[config.mk]
export PLATFORM = sky130hd
export DESIGN_NAME = sqrt_controller
export DESIGN_NICKNAME = d
export VERILOG_FILES = /design/src/rtl/sqrt_controller.sv
export SDC_FILE = /design/constraint.sdc
export NUM_CORES = 1
export LEC_CHECK = 0
export BUFFER_PORTS_ARGS = -buffer_cell sky130_fd_sc_hd__buf_2
export CORE_AREA = 8 8 49 51
export CTS_CLUSTER_SIZE = 10
export DETAILED_ROUTE_END_ITERATION = 8
export DIE_AREA = 0 0 57 59
export PLACE_DENSITY = 0.75
export SLEW_MARGIN = 20
export SYNTH_ARGS = -nofsm -noshare
export SYNTH_HDL_FRONTEND = slang
export SYNTH_SLANG_ARGS = --single-unit
[constraint.sdc]
create_clock -name clk -period 3.2 [get_ports clk]
set_input_delay 0 -clock clk [delete_from_list [all_inputs] [get_ports clk]]
set_output_delay 0 -clock clk [all_outputs]
set_load 0.005 [all_outputs]
[src/rtl/sqrt_controller.sv]
// Sequencing FSM for the 5-bit sqrt(a^2+b^2) approximation datapath: one micro-step per clock.
// Optional macro SQRT_CTRL_DONE_HOLD_EN holds DONE until ack; undefined, DONE lasts one cycle.
module sqrt_controller (
    input  logic       clk,
    input  logic       clear,
    input  logic       start,
    input  logic       ack,
    output logic       busy,
    output logic       done,
    output logic       In1_tri,
    output logic       In2_tri,
    output logic       R1_e,
    output logic       R2_e,
    output logic       R1_tri,
    output logic       R2_tri,
    output logic       AU1_tri,
    output logic       AU1_tri1,
    output logic [1:0] AU1_op,
    output logic       shift3_tri,
    output logic       R3_e,
    output logic       R4_e,
    output logic       R5_e,
    output logic       R4_tri,
    output logic       R5_tri,
    output logic       AU2_tri,
    output logic [1:0] AU2_op
);

    typedef enum logic [3:0] {
        ST_IDLE = 4'd0,
        ST_LOAD = 4'd1,
        ST_ABS1 = 4'd2,
        ST_ABS2 = 4'd3,
        ST_MAX  = 4'd4,
        ST_MIN  = 4'd5,
        ST_SUB  = 4'd6,
        ST_ADD  = 4'd7,
        ST_MAXF = 4'd8,
        ST_DONE = 4'd9
    } state_t;

    typedef struct packed {
        logic       busy;
        logic       done;
        logic       in1_tri;
        logic       in2_tri;
        logic       r1_e;
        logic       r2_e;
        logic       r1_tri;
        logic       r2_tri;
        logic       au1_tri;
        logic       au1_tri1;
        logic [1:0] au1_op;
        logic       shift3_tri;
        logic       r3_e;
        logic       r4_e;
        logic       r5_e;
        logic       r4_tri;
        logic       r5_tri;
        logic       au2_tri;
        logic [1:0] au2_op;
    } ctrl_t;

    localparam ctrl_t CTRL_OFF = ctrl_t'(21'd0);

    state_t state_r;
    state_t state_nxt_s;
    ctrl_t  ctrl_r;
    ctrl_t  ctrl_nxt_s;

    // Control vector for a state; the registered copy makes outputs a function of state only.
    function automatic ctrl_t decode(input state_t s);
        ctrl_t c;
        c = CTRL_OFF;
        case (s)
            ST_IDLE: c = CTRL_OFF;
            ST_LOAD: begin
                c.in2_tri = 1'b1; c.r1_e = 1'b1;
                c.in1_tri = 1'b1; c.r2_e = 1'b1;
            end
            ST_ABS1: begin
                c.au1_op = 2'b00; c.r2_tri = 1'b1; c.au1_tri = 1'b1; c.r1_e = 1'b1;
            end
            ST_ABS2: begin
                c.au1_op = 2'b01; c.r2_tri = 1'b1; c.au1_tri1 = 1'b1; c.r2_e = 1'b1;
            end
            ST_MAX: begin
                c.au1_op = 2'b11; c.r2_tri = 1'b1; c.r4_e = 1'b1;
                c.shift3_tri = 1'b1; c.r3_e = 1'b1;
            end
            ST_MIN: begin
                c.au1_op = 2'b10; c.r2_tri = 1'b1; c.r5_e = 1'b1;
            end
            ST_SUB: begin
                c.r4_tri = 1'b1; c.au2_op = 2'b01; c.au2_tri = 1'b1; c.r3_e = 1'b1;
            end
            ST_ADD: begin
                c.r5_tri = 1'b1; c.au2_op = 2'b00; c.au2_tri = 1'b1; c.r3_e = 1'b1;
            end
            ST_MAXF: begin
                c.r4_tri = 1'b1; c.au2_op = 2'b10; c.au2_tri = 1'b1; c.r3_e = 1'b1;
            end
            ST_DONE: c.done = 1'b1;
            default: c = CTRL_OFF;
        endcase
        if (s != ST_IDLE) begin
            c.busy = 1'b1;
        end else begin
            c.busy = 1'b0;
        end
        return c;
    endfunction

    // Next-state sequencing; start only matters in IDLE, illegal encodings recover to IDLE.
    always_comb begin
        state_nxt_s = state_r;
        case (state_r)
            ST_IDLE: begin
                if (start) begin
                    state_nxt_s = ST_LOAD;
                end else begin
                    state_nxt_s = ST_IDLE;
                end
            end
            ST_LOAD: state_nxt_s = ST_ABS1;
            ST_ABS1: state_nxt_s = ST_ABS2;
            ST_ABS2: state_nxt_s = ST_MAX;
            ST_MAX:  state_nxt_s = ST_MIN;
            ST_MIN:  state_nxt_s = ST_SUB;
            ST_SUB:  state_nxt_s = ST_ADD;
            ST_ADD:  state_nxt_s = ST_MAXF;
            ST_MAXF: state_nxt_s = ST_DONE;
            ST_DONE: begin
`ifdef SQRT_CTRL_DONE_HOLD_EN
                if (ack) begin
                    state_nxt_s = ST_IDLE;
                end else begin
                    state_nxt_s = ST_DONE;
                end
`else
                state_nxt_s = ST_IDLE;
`endif
            end
            default: state_nxt_s = ST_IDLE;
        endcase
    end

`ifndef SQRT_CTRL_DONE_HOLD_EN
    logic ack_unused_s;
    assign ack_unused_s = ack;
`endif

    // Decode the upcoming state so the registered outputs line up with state_r.
    always_comb begin
        ctrl_nxt_s = decode(state_nxt_s);
    end

    // State and output registers; clear abandons any sequence without a done pulse.
    always_ff @(posedge clk) begin
        if (clear) begin
            state_r <= ST_IDLE;
            ctrl_r  <= CTRL_OFF;
        end else begin
            state_r <= state_nxt_s;
            ctrl_r  <= ctrl_nxt_s;
        end
    end

    assign busy       = ctrl_r.busy;
    assign done       = ctrl_r.done;
    assign In1_tri    = ctrl_r.in1_tri;
    assign In2_tri    = ctrl_r.in2_tri;
    assign R1_e       = ctrl_r.r1_e;
    assign R2_e       = ctrl_r.r2_e;
    assign R1_tri     = ctrl_r.r1_tri;
    assign R2_tri     = ctrl_r.r2_tri;
    assign AU1_tri    = ctrl_r.au1_tri;
    assign AU1_tri1   = ctrl_r.au1_tri1;
    assign AU1_op     = ctrl_r.au1_op;
    assign shift3_tri = ctrl_r.shift3_tri;
    assign R3_e       = ctrl_r.r3_e;
    assign R4_e       = ctrl_r.r4_e;
    assign R5_e       = ctrl_r.r5_e;
    assign R4_tri     = ctrl_r.r4_tri;
    assign R5_tri     = ctrl_r.r5_tri;
    assign AU2_tri    = ctrl_r.au2_tri;
    assign AU2_op     = ctrl_r.au2_op;

endmodule
==> summary.md <==
| Metric | Value |
|---|---|
| WS Path Type | reg -> reg |
| FF/Latch Area | 440.4 um^2 |
| Unique cell type count in the Yosys netlist | 29 |
| Final setup violation count | 0 |
| CP Max Fanout | 19 |
| Busiest grt layer | met2 |
| Crit path arrival time | approximately 1.6 ns |
| Leak pwr | 0.4113 nW |
| ANT cells | 0 |
| GR Util met3 | 3.863% |
| Number of max-cap violations | 0 |
| Endpoint class of the critical path | register |
| Post-CTS Resized | 0 |
| Iteration count of the initial detailed-routing pass | 2 |
| GP Congestion | 0.7552 |
| Syn Std Cell Area | around 780 um^2 |
| Max Buffers Root-to-Sink | 2 |
| Worst Path Required | 3.42 ns |
| WP buf/inv | 0 |
| Most frequent cells in the layout | 22 x dfxtp_1, 22 x buf_2, 11 x nor2_1, 5 x a21oi_1, 5 x nor3_1 |
| Critical Path Slowest Stage Cell | dfxtp_1 |
| Worst path max stage delay | a little over 0.7 ns |
| Avg Vias per Cell | between 5 and 6 |
| Critical-path cell list | or3b_1, nor3b_1 |
| Largest net degree at the start of global routing | 20 |
| Min-Delay Path Depth | 3 |
| Outcome | finished, final reports clean |
| Vias | 584 |
| Chip width | 57 um |
| Worst r2r path cells | 2 |
| Register with the most flip-flops | state_r |
| Drt wl/cell | 12.97 um |
| Cell row count | 15 |
| Met1 Usage GRT | 10.48% |
| Met2 usage | 14.42% |
| CTS clk-pin slew, worst paths | between 0.1 and 0.15 ns |
| Synth area leader | dfxtp_1 |
| Residual DRC count | 0 |
| Fin crit period | between 1 and 1.5 ns |
| Fillers | 157 |
| Yosys reg bits | 22 |
| Final HPWL DP | 1013 um |
| Slew @ Worst Pin | 0.5948 ns |
| Crit path launch type | register |
| Overflow after GRT | 0 |
| Post-Syn Nets | 83 |
| First-pass GRT wire length | 2553 um |
| Largest cells by area after synthesis | dfxtp_1 57%, nor2_1 5.3%, or3b_1 3.4% |
| Vias in the first global route | 554 |
| CTS buffer count | 3 |
| Area growth syn-to-layout | 15.78% |
| Final Hold Fails | 0 |
| VDD IR max | 0.0002313 V |
| CTS Sinks | 22 |
| Core area | approximately 0.0017 mm^2 |
| Post-CTS Setup Bufs | 0 |
| Global Route Usage Sum | 9.655% |
| Initial antenna violation count | 0 |
| Largest register FFs | 4 |
| PD cells | 558.2 mW/mm^2 |
| Share of layout cells above drive strength 1 | 29.17% |
| Pre-CTS setup slack | 1.823 ns |
| Post-synthesis sequential area ratio | 56.68% |
| CTS tree | built |
| Port Buffers | 22 |
| Initial Util | 47.05% |
| Post-synth top area share | 56.68% |
| Clock root cell | clkbuf_4 |
| WP depth | 2 |
| Area of the multi-input gates | 267.8 um^2 |
| Die span in y | 59 um |
| RSZ-0062 raised after global routing | false |
| Detailed Route Iter0 Violations | 3 |
| Die area | 0.003363 mm^2 |
| Peak Freq | about 710 MHz |
| Setup Skew | just under 0.005 ns |
| Layout net count | 101 |
| # IOs | 25 |
| Final wirelength | 1466 um |
| Syn avg cell area | 9.835 um^2 |
| Final WS setup | 1.783 ns |
| Routed Antenna Nets | 0 |
| Worst Hold Class | in -> reg |
| Period utilization | 44.28% |
| Setup TNS | 0 ns |
| H-Tree Depth | 1 |
| Insertion delay to the later sink of the worst-skew pair | roughly 0.3 ns |
| Top Family by Delay on Critical Path | flip-flops |
| Max-Slew Margin vs Limit | 60.29% |
| Final Max Slew Viols | 0 |
| CTS Hold Buffers Added | 2 |
| Synth Instances | 79 |
| YS warnings | 0 |
==> cell usage after synthesis <==
library cell and n:
o21a_1 1, buf_2 4, xnor2_1 1, nor4_1 1
nor2_1 11, nor3_1 5, buf_6 1, or4b_4 1
clkbuf_1 3, dfxtp_1 22, nor3b_1 1, conb_1 1
buf_4 3, nand3b_1 1, o22ai_1 1, or2_0 1
a2111oi_0 1, o21ai_0 1, a21oi_1 5, or3b_1 3
or3_1 1, and3_1 2, o21bai_1 1, nand2_1 2
nand4b_1 1, inv_1 1, and2_1 1, a21bo_2 1
and4b_1 1
==> power breakdown <==
part / leakage (nW) / switching (W) / internal, W / total (W)
registers: 0.179 / 0.0000193 / 0.000289 / 0.000308
logic: 0.211 / 0.0000210 / 0.0000245 / 0.0000455
clock network: 0.0210 / 0.0000789 / 0.0000694 / 0.000148
total: 0.411 / 0.000119 / 0.000383 / 0.000502
==> layout make-up <==
class | instances | share of cell area [%]
sequential | 22 | 48.96
multi-input combinational | 45 | 29.76
timing repair buffer | 24 | 14.46
clock buffer | 4 | 4.033
tap | 17 | 2.364
inverter | 1 | 0.4172
==> cell families (layout without fill, tap and decap cells) <==
family / count (synthesis) / in the layout / share of synthesized area [%]
xor gates and xnor gates: 1 / 1 / 1.127
DFF: 22 / 22 / 56.68
buffers and inverters: 12 / 29 / 8.856
AOI/OAI and AO/OA: 11 / 11 / 9.018
and+or+nand+nor: 32 / 32 / 23.84
other: 1 / 1 / 0.4826
==> per-stage QoR <==
step / hold slack [ns] / power [W] / cell area (um^2) / utilization (%) / std cells
2_1_floorplan: 0.1459 / 0.0003467 / 777.0 / - / 79
3_3_place_gp: 0.2734 / 0.0003574 / 843.3 / 51.06 / 107
3_5_place_dp: 0.2851 / 0.0003582 / 843.3 / 51.06 / 107
4_1_cts: 0.4992 / 0.0005040 / 899.6 / 54.47 / 113
5_1_grt: 0.5348 / 0.0005259 / 899.6 / 54.47 / 113
6_report: 0.5090 / 0.0005022 / 899.6 / 54.47 / 113
==> worst register-to-register path: cells and delay by family (launching register included) <==
kind,cells,cell delay (ns)
flops,1,0.71
simple gates,2,0.63
==> layer usage <==
metal	routed length [um]	part of all wire, %
met1	624	43
met2	678	46
met3	109	7.4
met4	55	3.8
met5	0	0
==> worst paths after layout <==
check | start | end | slack [ns]
hold / removal | clear | done | 0.51
hold reg to reg | state_r[3] | AU2_op[0] | 0.65
setup reg to reg | state_r[0] | AU2_op[0] | 1.78
setup / recovery | state_r[0] | AU2_op[0] | 1.78
(Power assumes the default switching activity.)
